==> src/rtl/serial_sub_pkg.sv <==
// Shared types and constants for the byte-serial subtractor.
// Overflow output is enabled by defining SERIAL_SUB_OVF_EN.
package serial_sub_pkg;

  typedef enum logic [1:0] {
    IDLE = 2'd0,
    RUN  = 2'd1,
    DONE = 2'd2
  } state_t;

  localparam int BYTE_W = 8;

  // Byte-index counter width; a single-byte build still needs one bit.
  function automatic int idx_w(input int bytes);
    return (bytes <= 1) ? 1 : $clog2(bytes);
  endfunction

endpackage

==> src/rtl/serial_sub_byte.sv <==
// Combinational 8-bit subtract slice: diff = a - b - bin, with borrow-out
// and the borrow into the slice MSB (for signed overflow detection).
module sub_byte
  import serial_sub_pkg::*;
(
  input  logic [BYTE_W-1:0] a_byte,
  input  logic [BYTE_W-1:0] b_byte,
  input  logic              bin,
  output logic [BYTE_W-1:0] diff,
  output logic              bout,
  output logic              msb_bin
);

  logic [BYTE_W:0]   full;
  logic [BYTE_W-1:0] low;

  always_comb begin
    full    = {1'b0, a_byte} - {1'b0, b_byte} - {{BYTE_W{1'b0}}, bin};
    // Subtracting only the low 7 bits exposes the borrow into bit 7 at bit 7.
    low     = {1'b0, a_byte[BYTE_W-2:0]} - {1'b0, b_byte[BYTE_W-2:0]}
              - {{(BYTE_W-1){1'b0}}, bin};
    diff    = full[BYTE_W-1:0];
    bout    = full[BYTE_W];
    msb_bin = low[BYTE_W-1];
  end

endmodule

==> src/rtl/serial_sub.sv <==
// Byte-serial subtractor d = a - b - bin, one byte per clock, valid/ready on both sides.
// Define SERIAL_SUB_OVF_EN to add the registered signed-overflow output ovf.
module serial_sub
  import serial_sub_pkg::*;
#(
  parameter int BYTES = 4
) (
  input  logic                      clk,
  input  logic                      rst,
  input  logic                      in_valid,
  output logic                      in_ready,
  input  logic [BYTES*BYTE_W-1:0]   a,
  input  logic [BYTES*BYTE_W-1:0]   b,
  input  logic                      bin,
  output logic                      out_valid,
  input  logic                      out_ready,
  output logic [BYTES*BYTE_W-1:0]   d,
  output logic                      bout,
`ifdef SERIAL_SUB_OVF_EN
  output logic                      ovf,
`endif
  output state_t                    dbg_state
);

  // Handshake: a transfer happens on a rising edge where valid && ready are both
  // high; ready and valid are registered, and no input reaches any output
  // combinationally. Inputs are sampled only in IDLE, out_ready only in DONE.

  localparam int W   = BYTES * BYTE_W;
  localparam int K_W = idx_w(BYTES);
  localparam logic [K_W-1:0] K_LAST = K_W'(BYTES - 1);

  state_t           state, state_nx;
  logic [W-1:0]     a_sh, b_sh, d_r, d_shift;
  logic             borrow;
  logic [K_W-1:0]   k;
  logic             in_ready_r, out_valid_r, bout_r;
  logic             accept, release_out;

  logic [BYTE_W-1:0] slice_diff;
  logic              slice_bout;
`ifdef SERIAL_SUB_OVF_EN
  logic              slice_msb;
  logic              ovf_r;
`else
  logic              slice_msb_unused;
`endif

  sub_byte u_slice (
    .a_byte  (a_sh[BYTE_W-1:0]),
    .b_byte  (b_sh[BYTE_W-1:0]),
    .bin     (borrow),
    .diff    (slice_diff),
    .bout    (slice_bout),
`ifdef SERIAL_SUB_OVF_EN
    .msb_bin (slice_msb)
`else
    .msb_bin (slice_msb_unused)
`endif
  );

  assign accept      = in_valid && in_ready_r;
  assign release_out = out_valid_r && out_ready;

  // New byte enters at the MSB end; after BYTES shifts byte 0 sits at the bottom.
  assign d_shift = (d_r >> BYTE_W) | (W'(slice_diff) << (W - BYTE_W));

  always_comb begin
    state_nx = state;
    case (state)
      IDLE:    if (accept) state_nx = RUN;
      RUN:     if (k == K_LAST) state_nx = DONE;
      DONE:    if (release_out) state_nx = IDLE;
      default: state_nx = IDLE;
    endcase
  end

  always_ff @(posedge clk or posedge rst) begin
    if (rst) state <= IDLE;
    else     state <= state_nx;
  end

  always_ff @(posedge clk or posedge rst) begin
    if (rst) begin
      in_ready_r  <= 1'b0;
      out_valid_r <= 1'b0;
      a_sh        <= '0;
      b_sh        <= '0;
      d_r         <= '0;
      borrow      <= 1'b0;
      k           <= '0;
      bout_r      <= 1'b0;
`ifdef SERIAL_SUB_OVF_EN
      ovf_r       <= 1'b0;
`endif
    end else begin
      in_ready_r  <= (state_nx == IDLE);
      out_valid_r <= (state_nx == DONE);
      case (state)
        IDLE: begin
          if (accept) begin
            a_sh   <= a;
            b_sh   <= b;
            borrow <= bin;
            k      <= '0;
          end
        end
        RUN: begin
          a_sh   <= a_sh >> BYTE_W;
          b_sh   <= b_sh >> BYTE_W;
          d_r    <= d_shift;
          borrow <= slice_bout;
          k      <= k + 1'b1;
          // The final borrow is the value the borrow register takes on this edge.
          if (k == K_LAST) begin
            bout_r <= slice_bout;
`ifdef SERIAL_SUB_OVF_EN
            ovf_r  <= slice_msb ^ slice_bout;
`endif
          end
        end
        default: ;
      endcase
    end
  end

  assign in_ready  = in_ready_r;
  assign out_valid = out_valid_r;
  assign d         = d_r;
  assign bout      = bout_r;
`ifdef SERIAL_SUB_OVF_EN
  assign ovf       = ovf_r;
`endif
  assign dbg_state = state;

endmodule
==> config.mk <==
export PLATFORM = sky130hd
export DESIGN_NAME = serial_sub
export DESIGN_NICKNAME = d
export VERILOG_FILES = /design/src/rtl/serial_sub_pkg.sv /design/src/rtl/serial_sub_byte.sv /design/src/rtl/serial_sub.sv
export SDC_FILE = /design/constraint.sdc
export NUM_CORES = 1
export LEC_CHECK = 0
export CORE_UTILIZATION = 30
export CTS_BUF_LIST = sky130_fd_sc_hd__clkbuf_2
export CTS_CLUSTER_DIAMETER = 40
export DETAILED_ROUTE_END_ITERATION = 7
export SLEW_MARGIN = 20
export SYNTH_ARGS = -nofsm -noshare
export SYNTH_HDL_FRONTEND = slang
export SYNTH_SLANG_ARGS = --single-unit
==> constraint.sdc <==
create_clock -name clk -period 5.3 [get_ports clk]
set_clock_uncertainty 0.15 [all_clocks]
set_input_delay 1.06 -clock clk [delete_from_list [all_inputs] [get_ports clk]]
set_output_delay 1.06 -clock clk [all_outputs]
set_load 0.01 [all_outputs]
==> metrics.md, run 1 <==
| Metric | Value |
|---|---|
| Outcome | finished, final reports clean |
| Reg-to-reg slack, setup | 2940 ps |
| Worst-path clk slew | 280 ps |
| DR pass1 iterations | 4 |
| Tmin final | 2900 ps |
| # nets final | 646 |
| Total GRT Usage | 0.136 |
| Gr ovfl total | 0 |
| Post-Syn Area | 4910 um2 |
| Yosys top cell by area | dfrtp_1 |
| Worst-Margin Slew | 819 ps |
| First-pass GRT wire length | 17900 um |
| Unrepaired setup endpoints after global routing | no |
| Buf+Inv Stages, Crit Path | 1 |
| Die area | 16900 um2 |
| Max-slew violations | 0 |
| Top_reg_cell synth | dfrtp_1 |
| Syn Nets | 576 |
| Num CTS Buffers | 9 |
| Largest net degree at the start of global routing | 68 |
| N_diodes | 0 |
| Post-CTS sizing | 0 |
| Routed length per instance | 13.3 um |
| CTS H-Tree Depth | 3 |
| DR vias | 3498 |
| Layout area overhead | 23.7% |
| Worst IR Drop VDD | 0.190 mV |
| TritonCTS sink count | 104 |
| Post-synthesis sequential area ratio | 0.530 |
| Slew margin rel. | 0.454 |
| Die Span Y | 130 um |
| # DRC | 0 |
| PnR Total Power | 3.56 mW |
| Final core occ | 0.381 |
| Routed Antenna Nets | 0 |
| Critical Path Fanout Max | 6 |
| Worst hold slack | 358 ps |
| # hold bufs at CTS | 0 |
| DRT Wirelength | 10400 um |
| Post-synthesis cell count | 492 |
| Syn avg cell area | 9.97 um2 |
| WP data arrival | 1690 ps |
| GPL Wtd Cong | 0.741 |
| Most frequent cells in the layout | nand2_1 (143), clkdlybuf4s50_1 (105), dfrtp_1 (104), o21ai_1 (58), mux2i_1 (49) |
| Worst setup SP type | register |
| CP max stage delay | 580 ps |
| Die X | 130 um |
| Cell variety after synth | 30 |
| Proportion of layout cells with a drive suffix above 1 | 0.0494 |
| Final hold vios | 0 |
| CTS tree | done |
| Skew-Pair Late Insertion Delay | 580 ps |
| DRT iter0 DRCs | 180 |
| Antenna violations before repair | 0 |
| Core area | 15900 um2 |
| Cell Pwr Density | 586 nW/um2 |
| Final Setup Violations | 0 |
| Synth Register Bits | 104 |
| Commonest non-fill, non-tap cell in the layout | nand2_1 |
| Setup_tns | 0 ps |
| CP max-delay cell | clkdlybuf4s50_1 |
| Vias in the first global route | 3558 |
| Filler Cell Count | 1614 |
| WS Path Type | register to output pin |
| Fmax | 0.345 GHz |
| Critical Path RT | 4090 ps |
| Number of synthesized flops with an enable pin | 0 |
| CP endpoint kind | output pin |
| # placed instances | 766 |
| Worst hold-check path type | register to register |
| Via density | 4.47 |
| Max-cap violations | 0 |
| Fin crit share | 0.546 |
| YS warnings | 0 |
| Cell Rows | 46 |
| Post-synth ARST share | 1.00 |
| Static Leak | 3.01 nW |
| Post-CTS setup buffer count | 0 |
| Initial Util | 0.308 |
| Critical path's top delay family | buffers and inverters |
| Port Buf Inserts | 105 |
| IO Count | 106 |
| Final std cells w/o fill | 783 |
| CP Cell Sequence | clkdlybuf4s50_1 |
| DP HPWL | 7770 um |
| Share of Yosys cell area claimed by the top area cell type | 0.530 |
| Top post-synthesis cells by area | dfrtp_1 (53%), nand2_1 (11%), mux2i_1 (10%) |
| Maximum clock path buffer count | 2 |
| Clock Tree Root | clkbuf_2 |
-- synthesized netlist by cell type, types with 3 or more instances --
cell type and number:
a21oi_1 6, a22o_1 16, buf_2 15, buf_4 25, buf_6 3, clkbuf_1 9, dfrtp_1 104, ha_1 13
inv_1 22, mux2i_1 49, nand2_1 143, nor2_1 4, o21ai_1 58, xnor2_1 3, xor2_1 3
-- path summary, 6_finish.rpt --
| check | from | to | cells past startpoint |
|---|---|---|---|
| worst max-delay path | dbg_state[0] | dbg_state[0] | 1 |
| worst min-delay path | d[3] | d[3] | 2 |
| worst max register to register | a_sh[5] | borrow | 9 |
| worst min register to register | d[3] | d[3] | 2 |
| max in group asynchronous | rst | b_sh[14] | 3 |
| min in group asynchronous | rst | d[30] | 2 |
-- power by group --
part / switching, mW / leakage, nW / internal (mW) / total [mW]
registers: 0.223 / 1.36 / 1.13 / 1.35
clock network: 0.268 / 0.0644 / 0.0712 / 0.339
logic: 1.01 / 1.59 / 0.854 / 1.87
total: 1.50 / 3.01 / 2.06 / 3.56
-- per-layer routing --
layer,share of wire,GRT usage
met5,0,0
met4,0.0098,0.0308
met3,0.045,0.0336
met2,0.48,0.222
met1,0.47,0.183
-- sequential cells by signal, summed over array words and instances (netlist names) --
signal / count
a_sh: 32
b_sh: 32
borrow: 1
bout: 1
d: 32
dbg_state: 2
in_ready: 1
k: 2
out_valid: 1
-- cells by family (layout without fill, tap and decap cells) --
| logic type | after synthesis | count (layout) | synth area share |
|---|---|---|---|
| mux | 50 | 50 | 0.102 |
| simple gates | 158 | 158 | 0.129 |
| xor+xnor | 6 | 6 | 0.0107 |
| compound gates | 84 | 84 | 0.102 |
| flops | 104 | 104 | 0.530 |
| fa+ha+maj | 15 | 15 | 0.0413 |
| buf+inv | 75 | 150 | 0.0849 |
-- area by class of cell --
class                   count  area (um2)  area share
multi-input cells         313        1890       0.312
well taps                 216         270      0.0445
clock inverters             5        41.3     0.00680
flip-flops and latches    104        2600       0.429
inverters                  23        88.8      0.0146
clock buffers              11        55.1     0.00907
repair buffers            111        1120       0.184
-- metrics by stage --
stage | instance area [um2] | worst slack [ps]
finish | 6070 | 2400
floorplan | 4910 | 1360
CTS | 6040 | 2340
global placement | 5940 | 2090
global route | 6070 | 2260
detailed placement | 5940 | 2090
Power figures use the tool's default switching activity.
==> run 2, diff against run 1 <==
==> constraint.sdc (replaced) <==
create_clock -name clk -period 3 [get_ports clk]
set_clock_uncertainty 0.15 [all_clocks]
set_input_delay 0.6 -clock clk [delete_from_list [all_inputs] [get_ports clk]]
set_output_delay 0.6 -clock clk [all_outputs]
set_load 0.01 [all_outputs]
==> run 2 against run 1 <==
  * Worst hold slack lost 250 ps
  * First-iteration DRC count grew 3.3%
  * Utilization grew 0.13 points
  * Cell count grew 0.13%
  * Via count shrank 1.2%
  * Non-clock buffer count grew 1
  * Wire length shrank 2.0%
  * Register-to-register slack lost 2300 ps
  * Critical endpoint unchanged
  * Critical path type unchanged
  * Largest cell class unchanged
  * Power grew 76%
==> metrics.md, run 2 (synthesized netlist as in run 1, its figures left out) <==
| Metric | Value |
|---|---|
| Worst setup SP type | register |
| CP Cell Sequence | clkdlybuf4s50_1 |
| Register area | 2600 um2 (unchanged) |
| Clock power frac | 0.097 (+0.002) |
| Combinational share of power | 0.522 (-0.002) |
| # nets final | 647 (+0.15%) |
| Critical Path Fanout Max | 6 (unchanged) |
| Final core occ | 0.382 (+0.00133) |
| Critical Path RT | 2250 ps (-1840 ps) |
| Via density | 4.41 (-1.3%) |
| Cell Pwr Density | 1030 nW/um2 (+75%) |
| Initial Util | 0.308 (unchanged) |
| Die area | 16900 um2 (unchanged) |
| Met3 usage | 0.0328 (-0.000820) |
| Met1 Use GR | 0.176 (-0.00654) |
| CTS tree | done |
| Final hold vios | 0 (unchanged) |
| Most used routing layer | met2 |
| Max-slew violations | 0 (unchanged) |
| Worst-Margin Slew | 681 ps (-138 ps) |
| Unrepaired setup endpoints after global routing | no |
| Worst-path clk slew | 280 ps (about the same) |
| Layout area overhead | 24.1% |
| Gr ovfl total | 0 (unchanged) |
| Clock Tree Root | clkbuf_2 |
| Largest net degree at the start of global routing | 72 (+5.9%) |
| Critical path's top delay family | buffers and inverters |
| Routed Antenna Nets | 0 (unchanged) |
| Post-CTS sizing | 0 (unchanged) |
| Post-CTS setup buffer count | 0 (unchanged) |
| Core area | 15900 um2 (unchanged) |
| Slew margin rel. | 0.546 (+0.0917) |
| GPL Wtd Cong | 0.803 (+8.4%) |
| WS Path Type | register to output pin |
| Sequential Power Share | 0.382 (+0.002) |
| Worst IR Drop VDD | 0.387 mV (+100%) |
| WP data arrival | 1740 ps (+50 ps) |
| DRT iter0 DRCs | 186 (+3.3%) |
| Most frequent cells in the layout | nand2_1 (143), clkdlybuf4s50_1 (105), dfrtp_1 (104), o21ai_1 (58), mux2i_1 (49) |
| Reg-to-reg startpoint | a_sh[0] |
| CP max stage delay | 590 ps (about the same) |
| DR pass1 iterations | 4 (unchanged) |
| Outcome | finished, final reports clean |
| # hold bufs at CTS | 0 (unchanged) |
| Design Area, Final | 6090 um2 (+0.35%) |
| Buf+Inv Stages, Crit Path | 1 (unchanged) |
| CP startpoint | dbg_state[0] |
| Switching Share | 0.422 (about the same) |
| Commonest non-fill, non-tap cell in the layout | nand2_1 |
| Placement Cell Area | 5990 um2 (+0.74%) |
| DR vias | 3456 (-1.2%) |
| Internal Power | 3.61 mW (+76%) |
| Proportion of layout cells with a drive suffix above 1 | 0.0528 (+0.00343) |
| First-pass GRT wire length | 17200 um (-3.9%) |
| Cell Rows | 46 (unchanged) |
| Tmin final | 2490 ps |
| Setup_tns | 0 ps (unchanged) |
| Area of the multi-input gates | 1900 um2 (+0.13%) |
| Final std cells w/o fill | 784 (+0.13%) |
| Final Setup Violations | 0 (unchanged) |
| TritonCTS sink count | 104 (unchanged) |
| Maximum clock path buffer count | 2 (unchanged) |
| Switching power | 2.64 mW (+76%) |
| Antenna violations before repair | 0 (unchanged) |
| IO Count | 106 (unchanged) |
| CTS H-Tree Depth | 3 (unchanged) |
| Die X | 130 um (unchanged) |
| Skew-Pair Late Insertion Delay | 590 ps (about the same) |
| Vias in the first global route | 3512 (-1.3%) |
| Die Span Y | 130 um (unchanged) |
| DP HPWL | 7530 um (-3.1%) |
| Worst hold-check path type | input port to asynchronous set/reset pin |
| DRT Wirelength | 10200 um (-2.0%) |
| # placed instances | 768 (+0.26%) |
| Met2 Track Usage GR | 0.210 (-0.0120) |
| N_diodes | 0 (unchanged) |
| Static Leak | 3.00 nW (-0.23%) |
| Filler Cell Count | 1587 (-1.7%) |
| CP max-delay cell | clkdlybuf4s50_1 |
| # DRC | 0 (unchanged) |
| Routed length per instance | 13.0 um (-2.1%) |
| Max-cap violations | 0 (unchanged) |
| Total GRT Usage | 0.133 (-0.00296) |
| CP endpoint kind | output pin |
| Fin crit share | 0.831 |
| Num CTS Buffers | 9 (unchanged) |
| Fmax | 0.401 GHz |
| Port Buf Inserts | 105 (unchanged) |
run 2: final cells by class:
cell class	count	area share
multi-input cells	313	0.311
clock buffers	9	0.00740
repair buffers	112	0.185
flip-flops and latches	104	0.427
clock inverters	7	0.00925
inverters	23	0.0148
well taps	216	0.0444
run 2: per-stage QoR:
stage          power, mW  hold slack, ps  setup WS, ps
2_1_floorplan       4.89             304           850
3_3_place_gp        5.63             308           483
3_5_place_dp        5.73             312           447
4_1_cts             6.35            53.6           427
5_1_grt             6.88            85.8           388
6_report            6.25             109           507
run 2: power by group through the flow:
stage / logic [mW] / clock network (mW) / registers, mW
6_report: 3.26 / 0.604 / 2.39
5_1_grt: 3.71 / 0.689 / 2.48
4_1_cts: 3.30 / 0.646 / 2.40
3_5_place_dp: 3.30 / 0 / 2.43
3_3_place_gp: 3.22 / 0 / 2.41
2_1_floorplan: 2.55 / 0 / 2.33
run 2: layer usage:
layer | up-vias | routed length (um)
li1 | 1753 | -
met1 | 1583 | 4840
met2 | 107 | 4600
met3 | 13 | 593
met4 | 0 | 170
met5 | - | 0
run 2: path summary, 6_finish.rpt:
path | cells after the start | slack, ps | end
worst max-delay path | 1 | 510 | dbg_state[0]
worst min-delay path | 2 | 110 | d[24]
worst max register to register | 7 | 670 | d[31]
worst min register to register | 1 | 360 | k[0]
max in group asynchronous | 3 | 1970 | b_sh[26]
min in group clk | 1 | 360 | k[0]
